### src/rtl/tdc_pkg.sv
// Shared types and constants for the ring-oscillator TDC readout.
// Contents: FSM state enum, array/buffer sizes, byte-stream sizes and a
// helper that picks one readout byte out of a captured buffer value.
package tdc_pkg;

  localparam int unsigned TDC_BUF_W    = 19;
  localparam int unsigned TDC_NUM_RO   = 8;
  localparam int unsigned TDC_SEL_W    = 3;
  localparam int unsigned BYTES_PER_RO = 3;
  localparam int unsigned BYTE_W       = 8;
  localparam int unsigned BIDX_W       = 2;
  localparam int unsigned SER_W        = BYTES_PER_RO * BYTE_W;

  typedef enum logic [2:0] {
    ST_IDLE  = 3'd0,
    ST_ARM   = 3'd1,
    ST_RUN   = 3'd2,
    ST_HOLD  = 3'd3,
    ST_CLEAR = 3'd4,
    ST_SEND  = 3'd5
  } tdc_state_e;

  // Byte idx of the buffer, little-endian; the top byte is zero-extended.
  function automatic logic [BYTE_W-1:0] tdc_byte_sel(input logic [TDC_BUF_W-1:0] cap,
                                                     input logic [BIDX_W-1:0]    idx);
    logic [SER_W-1:0] ext;
    ext = SER_W'(cap);
    case (idx)
      2'd0:    return ext[7:0];
      2'd1:    return ext[15:8];
      default: return ext[23:16];
    endcase
  endfunction

endpackage

### src/rtl/tdc_byte_if.sv
// Valid/ready byte stream from the TDC readout to the chip output path.
//   byte_out   : readout byte
//   byte_valid : byte_out holds a byte
//   byte_ready : consumer accepts the byte on this edge
//   byte_last  : final byte of the whole transaction
interface tdc_byte_if;
  import tdc_pkg::*;

  logic [BYTE_W-1:0] byte_out;
  logic              byte_valid;
  logic              byte_ready;
  logic              byte_last;

  modport master (output byte_out, output byte_valid, output byte_last, input byte_ready);
  modport slave  (input byte_out, input byte_valid, input byte_last, output byte_ready);
endinterface

### src/rtl/tdc_byte_ser.sv
// Serialises one captured oscillator buffer into BYTES_PER_RO bytes.
//   clk, rst     : clock, synchronous active-high reset
//   load_i       : present byte 0 of cap_i on the next cycle
//   last_ro_i    : this buffer is the final one of the transaction
//   cap_i        : captured buffer, held stable while sending
//   bus          : byte stream master
//   done_ro_c_o  : the final byte of this buffer transfers on this edge
module tdc_byte_ser
  import tdc_pkg::*;
(
  input  logic                 clk,
  input  logic                 rst,
  input  logic                 load_i,
  input  logic                 last_ro_i,
  input  logic [TDC_BUF_W-1:0] cap_i,
  tdc_byte_if.master           bus,
  output logic                 done_ro_c_o
);

  localparam logic [BIDX_W-1:0] IDX_LAST = BIDX_W'(BYTES_PER_RO - 1);

  logic              valid_q, valid_d;
  logic              last_q, last_d;
  logic [BIDX_W-1:0] idx_q, idx_d, idx_nxt;
  logic [BYTE_W-1:0] byte_q, byte_d;
  logic              xfer_c;

  // Next byte is loaded on the transfer edge itself, so no bubble appears.
  always_comb begin
    valid_d     = valid_q;
    last_d      = last_q;
    idx_d       = idx_q;
    byte_d      = byte_q;
    done_ro_c_o = 1'b0;
    xfer_c      = valid_q & bus.byte_ready;
    idx_nxt     = idx_q + BIDX_W'(1);
    if (load_i) begin
      valid_d = 1'b1;
      last_d  = 1'b0;
      idx_d   = '0;
      byte_d  = tdc_byte_sel(cap_i, '0);
    end else if (xfer_c) begin
      if (idx_q == IDX_LAST) begin
        valid_d     = 1'b0;
        last_d      = 1'b0;
        done_ro_c_o = 1'b1;
      end else begin
        idx_d  = idx_nxt;
        byte_d = tdc_byte_sel(cap_i, idx_nxt);
        last_d = last_ro_i && (idx_nxt == IDX_LAST);
      end
    end
  end

  always_ff @(posedge clk) begin
    if (rst) begin
      valid_q <= 1'b0;
      last_q  <= 1'b0;
      idx_q   <= '0;
      byte_q  <= '0;
    end else begin
      valid_q <= valid_d;
      last_q  <= last_d;
      idx_q   <= idx_d;
      byte_q  <= byte_d;
    end
  end

  assign bus.byte_out   = byte_q;
  assign bus.byte_valid = valid_q;
  assign bus.byte_last  = last_q;

endmodule

### src/rtl/tdc_readout_ctrl.sv
// Ring-oscillator TDC array controller and reader.
// Sequences deactivate -> activate window -> hold -> clear for one
// oscillator (or all of them in sweep mode), captures the buffer and
// streams it out as bytes.
//   clk, rst       : clock, synchronous active-high reset
//   start, sweep   : launch a measurement (IDLE only); sweep = all oscillators
//   sel_in         : oscillator index for single mode
//   ro_activate    : enable to the TDC array
//   ro_deactivate  : park/clear to the TDC array
//   out_sel        : oscillator index driven to the array
//   buf_in         : selected oscillator buffer
//   bus            : byte stream master
//   busy, done     : not idle / one-cycle completion pulse
module tdc_readout_ctrl
  import tdc_pkg::*;
#(
  parameter int unsigned BUF_W         = TDC_BUF_W,
  parameter int unsigned NUM_RO        = TDC_NUM_RO,
  parameter int unsigned ACT_CYCLES    = 16,
  parameter int unsigned SETTLE_CYCLES = 2,
  parameter int unsigned CLEAR_CYCLES  = 2
) (
  input  logic                      clk,
  input  logic                      rst,
  input  logic                      start,
  input  logic                      sweep,
  input  logic [$clog2(NUM_RO)-1:0] sel_in,
  output logic                      ro_activate,
  output logic                      ro_deactivate,
  output logic [$clog2(NUM_RO)-1:0] out_sel,
  input  logic [BUF_W-1:0]          buf_in,
  tdc_byte_if.master                bus,
  output logic                      busy,
  output logic                      done
);

  localparam int unsigned SEL_W   = $clog2(NUM_RO);
  localparam int unsigned MAX_A   = (ACT_CYCLES > SETTLE_CYCLES) ? ACT_CYCLES : SETTLE_CYCLES;
  localparam int unsigned MAX_CYC = (MAX_A > CLEAR_CYCLES) ? MAX_A : CLEAR_CYCLES;
  localparam int unsigned CNT_W   = $clog2(MAX_CYC + 1);

  tdc_state_e         state_q, state_d;
  logic [CNT_W-1:0]   cnt_q, cnt_d;
  logic [SEL_W-1:0]   sel_q, sel_d;
  logic               sweep_q, sweep_d;
  logic [BUF_W-1:0]   cap_q, cap_d;
  logic               act_q, act_d;
  logic               deact_q, deact_d;
  logic               busy_q, busy_d;
  logic               done_q, done_d;
  logic               load_c;
  logic               last_ro_c;
  logic               done_ro_c;

  assign last_ro_c = !sweep_q || (sel_q == SEL_W'(NUM_RO - 1));
  // Serialiser loads on the CLEAR->SEND edge; cap_q is already settled.
  assign load_c    = (state_q == ST_CLEAR) && (cnt_q == CNT_W'(CLEAR_CYCLES - 1));

  // Next-state, phase counter, sweep stepping and registered output values.
  always_comb begin
    state_d = state_q;
    cnt_d   = cnt_q;
    sel_d   = sel_q;
    sweep_d = sweep_q;
    cap_d   = cap_q;
    done_d  = 1'b0;
    case (state_q)
      ST_IDLE: begin
        if (start) begin
          sweep_d = sweep;
          sel_d   = sweep ? '0 : sel_in;
          cnt_d   = '0;
          state_d = ST_ARM;
        end
      end
      ST_ARM: begin
        cnt_d   = '0;
        state_d = ST_RUN;
      end
      ST_RUN: begin
        if (cnt_q == CNT_W'(ACT_CYCLES - 1)) begin
          cnt_d   = '0;
          state_d = ST_HOLD;
        end else begin
          cnt_d = cnt_q + CNT_W'(1);
        end
      end
      ST_HOLD: begin
        if (cnt_q == CNT_W'(SETTLE_CYCLES - 1)) begin
          cap_d   = buf_in;
          cnt_d   = '0;
          state_d = ST_CLEAR;
        end else begin
          cnt_d = cnt_q + CNT_W'(1);
        end
      end
      ST_CLEAR: begin
        if (load_c) begin
          cnt_d   = '0;
          state_d = ST_SEND;
        end else begin
          cnt_d = cnt_q + CNT_W'(1);
        end
      end
      ST_SEND: begin
        if (done_ro_c) begin
          if (last_ro_c) begin
            done_d  = 1'b1;
            state_d = ST_IDLE;
          end else begin
            sel_d   = sel_q + SEL_W'(1);
            state_d = ST_ARM;
          end
        end
      end
      default: state_d = ST_IDLE;
    endcase
    act_d   = (state_d == ST_RUN);
    deact_d = (state_d == ST_IDLE) || (state_d == ST_CLEAR) || (state_d == ST_SEND);
    busy_d  = (state_d != ST_IDLE);
  end

  always_ff @(posedge clk) begin
    if (rst) begin
      state_q <= ST_IDLE;
      cnt_q   <= '0;
      sel_q   <= '0;
      sweep_q <= 1'b0;
      cap_q   <= '0;
      act_q   <= 1'b0;
      deact_q <= 1'b1;
      busy_q  <= 1'b0;
      done_q  <= 1'b0;
    end else begin
      state_q <= state_d;
      cnt_q   <= cnt_d;
      sel_q   <= sel_d;
      sweep_q <= sweep_d;
      cap_q   <= cap_d;
      act_q   <= act_d;
      deact_q <= deact_d;
      busy_q  <= busy_d;
      done_q  <= done_d;
    end
  end

  tdc_byte_ser u_ser (
    .clk         (clk),
    .rst         (rst),
    .load_i      (load_c),
    .last_ro_i   (last_ro_c),
    .cap_i       (cap_q),
    .bus         (bus),
    .done_ro_c_o (done_ro_c)
  );

  assign ro_activate   = act_q;
  assign ro_deactivate = deact_q;
  assign out_sel       = sel_q;
  assign busy          = busy_q;
  assign done          = done_q;

endmodule

### src/flat_wrapper.sv
// flat-port wrapper written by rule: the top's interface ports become plain ports
module tdc_readout_ctrl_flat import tdc_pkg::*;
#(
  parameter int unsigned BUF_W         = TDC_BUF_W,
  parameter int unsigned NUM_RO        = TDC_NUM_RO,
  parameter int unsigned ACT_CYCLES    = 16,
  parameter int unsigned SETTLE_CYCLES = 2,
  parameter int unsigned CLEAR_CYCLES  = 2
)
  (clk, rst, start, sweep, sel_in, ro_activate, ro_deactivate, out_sel, buf_in, busy, done, bus_byte_out, bus_byte_valid, bus_byte_last, bus_byte_ready);
  tdc_byte_if bus_i ();
  input  logic clk;
  input  logic rst;
  input  logic start;
  input  logic sweep;
  input  logic [$clog2(NUM_RO)-1:0] sel_in;
  output logic ro_activate;
  output logic ro_deactivate;
  output logic [$clog2(NUM_RO)-1:0] out_sel;
  input  logic [BUF_W-1:0] buf_in;
  output logic busy;
  output logic done;
  output wire logic [$bits(bus_i.byte_out)-1:0] bus_byte_out;
  output wire logic [$bits(bus_i.byte_valid)-1:0] bus_byte_valid;
  output wire logic [$bits(bus_i.byte_last)-1:0] bus_byte_last;
  input wire logic [$bits(bus_i.byte_ready)-1:0] bus_byte_ready;
  assign bus_byte_out = bus_i.byte_out;
  assign bus_byte_valid = bus_i.byte_valid;
  assign bus_byte_last = bus_i.byte_last;
  assign bus_i.byte_ready = bus_byte_ready;
  tdc_readout_ctrl #(.BUF_W(BUF_W), .NUM_RO(NUM_RO), .ACT_CYCLES(ACT_CYCLES), .SETTLE_CYCLES(SETTLE_CYCLES), .CLEAR_CYCLES(CLEAR_CYCLES)) u_core (.clk(clk), .rst(rst), .start(start), .sweep(sweep), .sel_in(sel_in), .ro_activate(ro_activate), .ro_deactivate(ro_deactivate), .out_sel(out_sel), .buf_in(buf_in), .bus(bus_i), .busy(busy), .done(done));
endmodule
### config.mk
export PLATFORM = sky130hd
export DESIGN_NAME = tdc_readout_ctrl_flat
export DESIGN_NICKNAME = d
export VERILOG_FILES = /design/src/rtl/tdc_pkg.sv /design/src/rtl/tdc_byte_if.sv /design/src/rtl/tdc_byte_ser.sv /design/src/rtl/tdc_readout_ctrl.sv /design/src/flat_wrapper.sv
export SDC_FILE = /design/constraint.sdc
export NUM_CORES = 1
export LEC_CHECK = 0
export CAP_MARGIN = 5
export CELL_PAD_IN_SITES_DETAIL_PLACEMENT = 0
export CELL_PAD_IN_SITES_GLOBAL_PLACEMENT = 1
export CORE_AREA = 2 2 76 78
export CTS_BUF_LIST = sky130_fd_sc_hd__clkbuf_4 sky130_fd_sc_hd__clkbuf_8
export DETAILED_ROUTE_END_ITERATION = 7
export DIE_AREA = 0 0 78 80
export GPL_ROUTABILITY_DRIVEN = 0
export PLACE_DENSITY_LB_ADDON = 0.08
export SYNTH_ARGS = -nofsm -noshare
export SYNTH_HDL_FRONTEND = slang
export SYNTH_SLANG_ARGS = --single-unit
### constraint.sdc
create_clock -name clk -period 3.47 [get_ports clk]
set_clock_uncertainty 0.1 [all_clocks]
set_input_delay 0.8675 -clock clk [delete_from_list [all_inputs] [get_ports clk]]
set_output_delay 0.8675 -clock clk [all_outputs]
set_load 0.1 [all_outputs]
==> impl_metrics.ini <==
[outcome]
run_status = completed

[floorplan]
rows = 27
fp.dieH_um = 80
core_um2 = 5405
io_pins = 44
floorplan.initialDensity_pct = 42.41
die-area_um2 = 6240
fp.dieW_um = 78

[finish]
final_common_cell = dfxtp_1
nFillCells = 524
nNetsFinal = 326
drive_gt1_share_pct = 13.45
area_growth_pct = 23.85
antenna_cells = 0
final_cell_mix = dfxtp_1 (47), nor2_1 (36), clkdlybuf4s50_1 (26)
final_cells = 362

[synth]
ys_types = 56
synth.top_cell.area_share_pct = 41.05
synth-seq-cells = 47
synth_compound_area_share_pct = 14.68
muxShareOfSynthArea_pct = 8.734
synth.avg_cell_area_um2 = 9.318
synth-adder-area-share_pct = 5.459
yosys.area_share.simple_pct = 24.78
syn_inst = 246
synth_top_family_by_area = simple AND/OR/NAND/NOR gates
synth_ff_type = dfxtp_1
synth_top_area_cell = dfxtp_1
synth_area_um2 = 2292
synth_area_leaders = dfxtp_1 (41%), mux2i_1 (8.7%), nor2_1 (5.9%)
ys_seq_area_share_pct = 41.05
synthArstFlopShare_pct = 0
synth_edf_count = 0
syn_nets = 283
synth_warnings = 0
synth-xor-area-share_pct = 1.146

[timing]
slew_viol_final = 0
hold_viol = 0
rsz0062_at_grt = no
setup_viol = 0
holdWs_ns = 0.3823
fin_ws_ns = 1.008
clock.fmax_mhz = 406.2
timing.slew.headroom_pct = 56.89
tightest_slew_ns = 0.6458
setup_tns_ns = 0
fin_crit_sh_pct = 70.94
period_needed_ns = 2.462

[global_routing]
antenna_found_initial = 0
gr-total-overflow = 0
grt_pass1_wl_um = 8300
top_usage_layer = met2
use_met2_pct = 27.76
grt_pass1_vias = 1784
grt.total_usage_pct = 16.85
grt_max_degree = 25
use_met3_pct = 3.959
use_met1_pct = 21.52

[drt]
wirelength_um = 4938
vias_per_cell = 5.207
vias = 1885
drc_errors = 0
antenna_left = 0
routedWlPerCell_um = 13.64
drtIter0Drc = 73
first_pass_iters = 4

[worst_setup_path]
path_cells = clkdlybuf4s50_1 > nand3b_1 > buf_4 > a2111oi_2 > a2bb2oi_1 > a21bo_2
crit_path_end_kind = register
crit_type = in -> reg
path_max_fanout = 10
required_ns = 3.61
startpoint_type = input pin
cp_slowest_stage_delay_ns = 0.59
reg2regPathDepth = 7
crit_slowest_cell = a2111oi_2
critPathArrivalTime_ns = 2.60

[clock_tree]
ctsRootBufferMaster = clkbuf_8
cts_buffers = 5
cts_hold_buf = 0
postCtsSetupRepairBufs = 0
cts_tree = done
cts_resized = 0
clk_latency_ns = 0.29
cts.htree.levels = 2
cts_sinks = 47
clk_pin_slew_worst_paths_ns = 0.08
clock_path_buffers = 2

[min_path]
hold_depth = 1
hold_path_class = reg -> reg

[placement]
pre_cts_ws_ns = 0.7395
placedCellCount = 354
dp_hpwl_um = 3495
portBuffers = 43

[run]
maxCapViolations = 0

[pwr]
ir_drop_v = 0.0002185
p_leak_nw = 1.057
p_total_mw = 1.109
powerDensity_nw_per_um2 = 390.5
## logic make-up after synthesis
group / after synthesis
mux: 20
simple gates: 103
fa+ha+maj: 10
buf+inv: 19
compound gates: 44
flops: 47
xor+xnor: 3
## registers in the layout (all words and copies together), names as in the netlist
signal                       flops
u_core.busy                      1
u_core.cap_q                    19
u_core.cnt_q                     5
u_core.done                      1
u_core.out_sel                   3
u_core.ro_activate               1
u_core.ro_deactivate             1
u_core.state_q                   3
u_core.sweep_q                   1
u_core.u_ser.bus.byte_last       1
u_core.u_ser.bus.byte_out        8
u_core.u_ser.bus.byte_valid      1
u_core.u_ser.idx_q               2
## metrics by stage
stage	utilization (%)	cell area, µm²
after floorplan	-	2292
after global placement	50.60	2735
after detailed placement	50.60	2735
after CTS	52.52	2839
after global routing	52.52	2839
final	52.52	2839
## synthesized netlist by cell type (2+ instances only)
master     n
a221oi_1   3
o311ai_0   2
dfxtp_1   47
clkbuf_1   5
mux2i_1   20
buf_1      2
a21oi_1    9
or4_1      2
inv_1      8
nand2_1   15
nand3b_1   3
nor2b_1    6
nor2_1    36
and2_1     2
o21ai_0    3
ha_1      10
a211oi_1   6
nor3_1    10
nor4_1     2
o31ai_1    2
nand2b_1   4
a311oi_1   2
buf_6      3
nand3_1    6
xor2_1     2
a21o_1     2
nor3b_1    3
a221o_1    3
## metal layers
layer | wire [µm] | vias to the layer above
li1 | - | 969
met1 | 2310 | 866
met2 | 2319 | 46
met3 | 247 | 4
met4 | 61 | 0
met5 | 0 | -
## where the power goes
part	internal, mW	switching, mW	total [mW]
logic	0.0694	0.100	0.169
clock network	0.190	0.179	0.369
registers	0.553	0.0180	0.571
total	0.812	0.297	1.11
## cell type report
type | count | area [µm²] | area share (%)
clock buffer | 8 | 103.9 | 3.658
inverter | 8 | 30.03 | 1.058
multi-input combinational | 180 | 1256 | 44.25
sequential | 47 | 940.9 | 33.14
tap | 72 | 90.09 | 3.173
timing repair buffer | 47 | 417.9 | 14.72
## worst max-delay path: cells and delay by family
| family | cells | cell delay (ns) |
|---|---|---|
| and+or+nand+nor | 1 | 0.10 |
| buffers and inverters | 2 | 0.72 |
| AOI/OAI and AO/OA | 3 | 0.91 |
## worst paths after layout
| check | start | to | slack, ns |
|---|---|---|---|
| hold / removal | u_core.u_ser.bus.byte_out[3] | u_core.u_ser.bus.byte_out[3] | 0.38 |
| setup reg to reg | u_core.u_ser.idx_q[0] | u_core.u_ser.bus.byte_out[3] | 1.31 |
| hold reg to reg | u_core.u_ser.bus.byte_out[3] | u_core.u_ser.bus.byte_out[3] | 0.38 |
| setup / recovery | bus_byte_ready | u_core.u_ser.bus.byte_out[3] | 1.01 |
No activity file was read; power rests on OpenSTA's default activity.
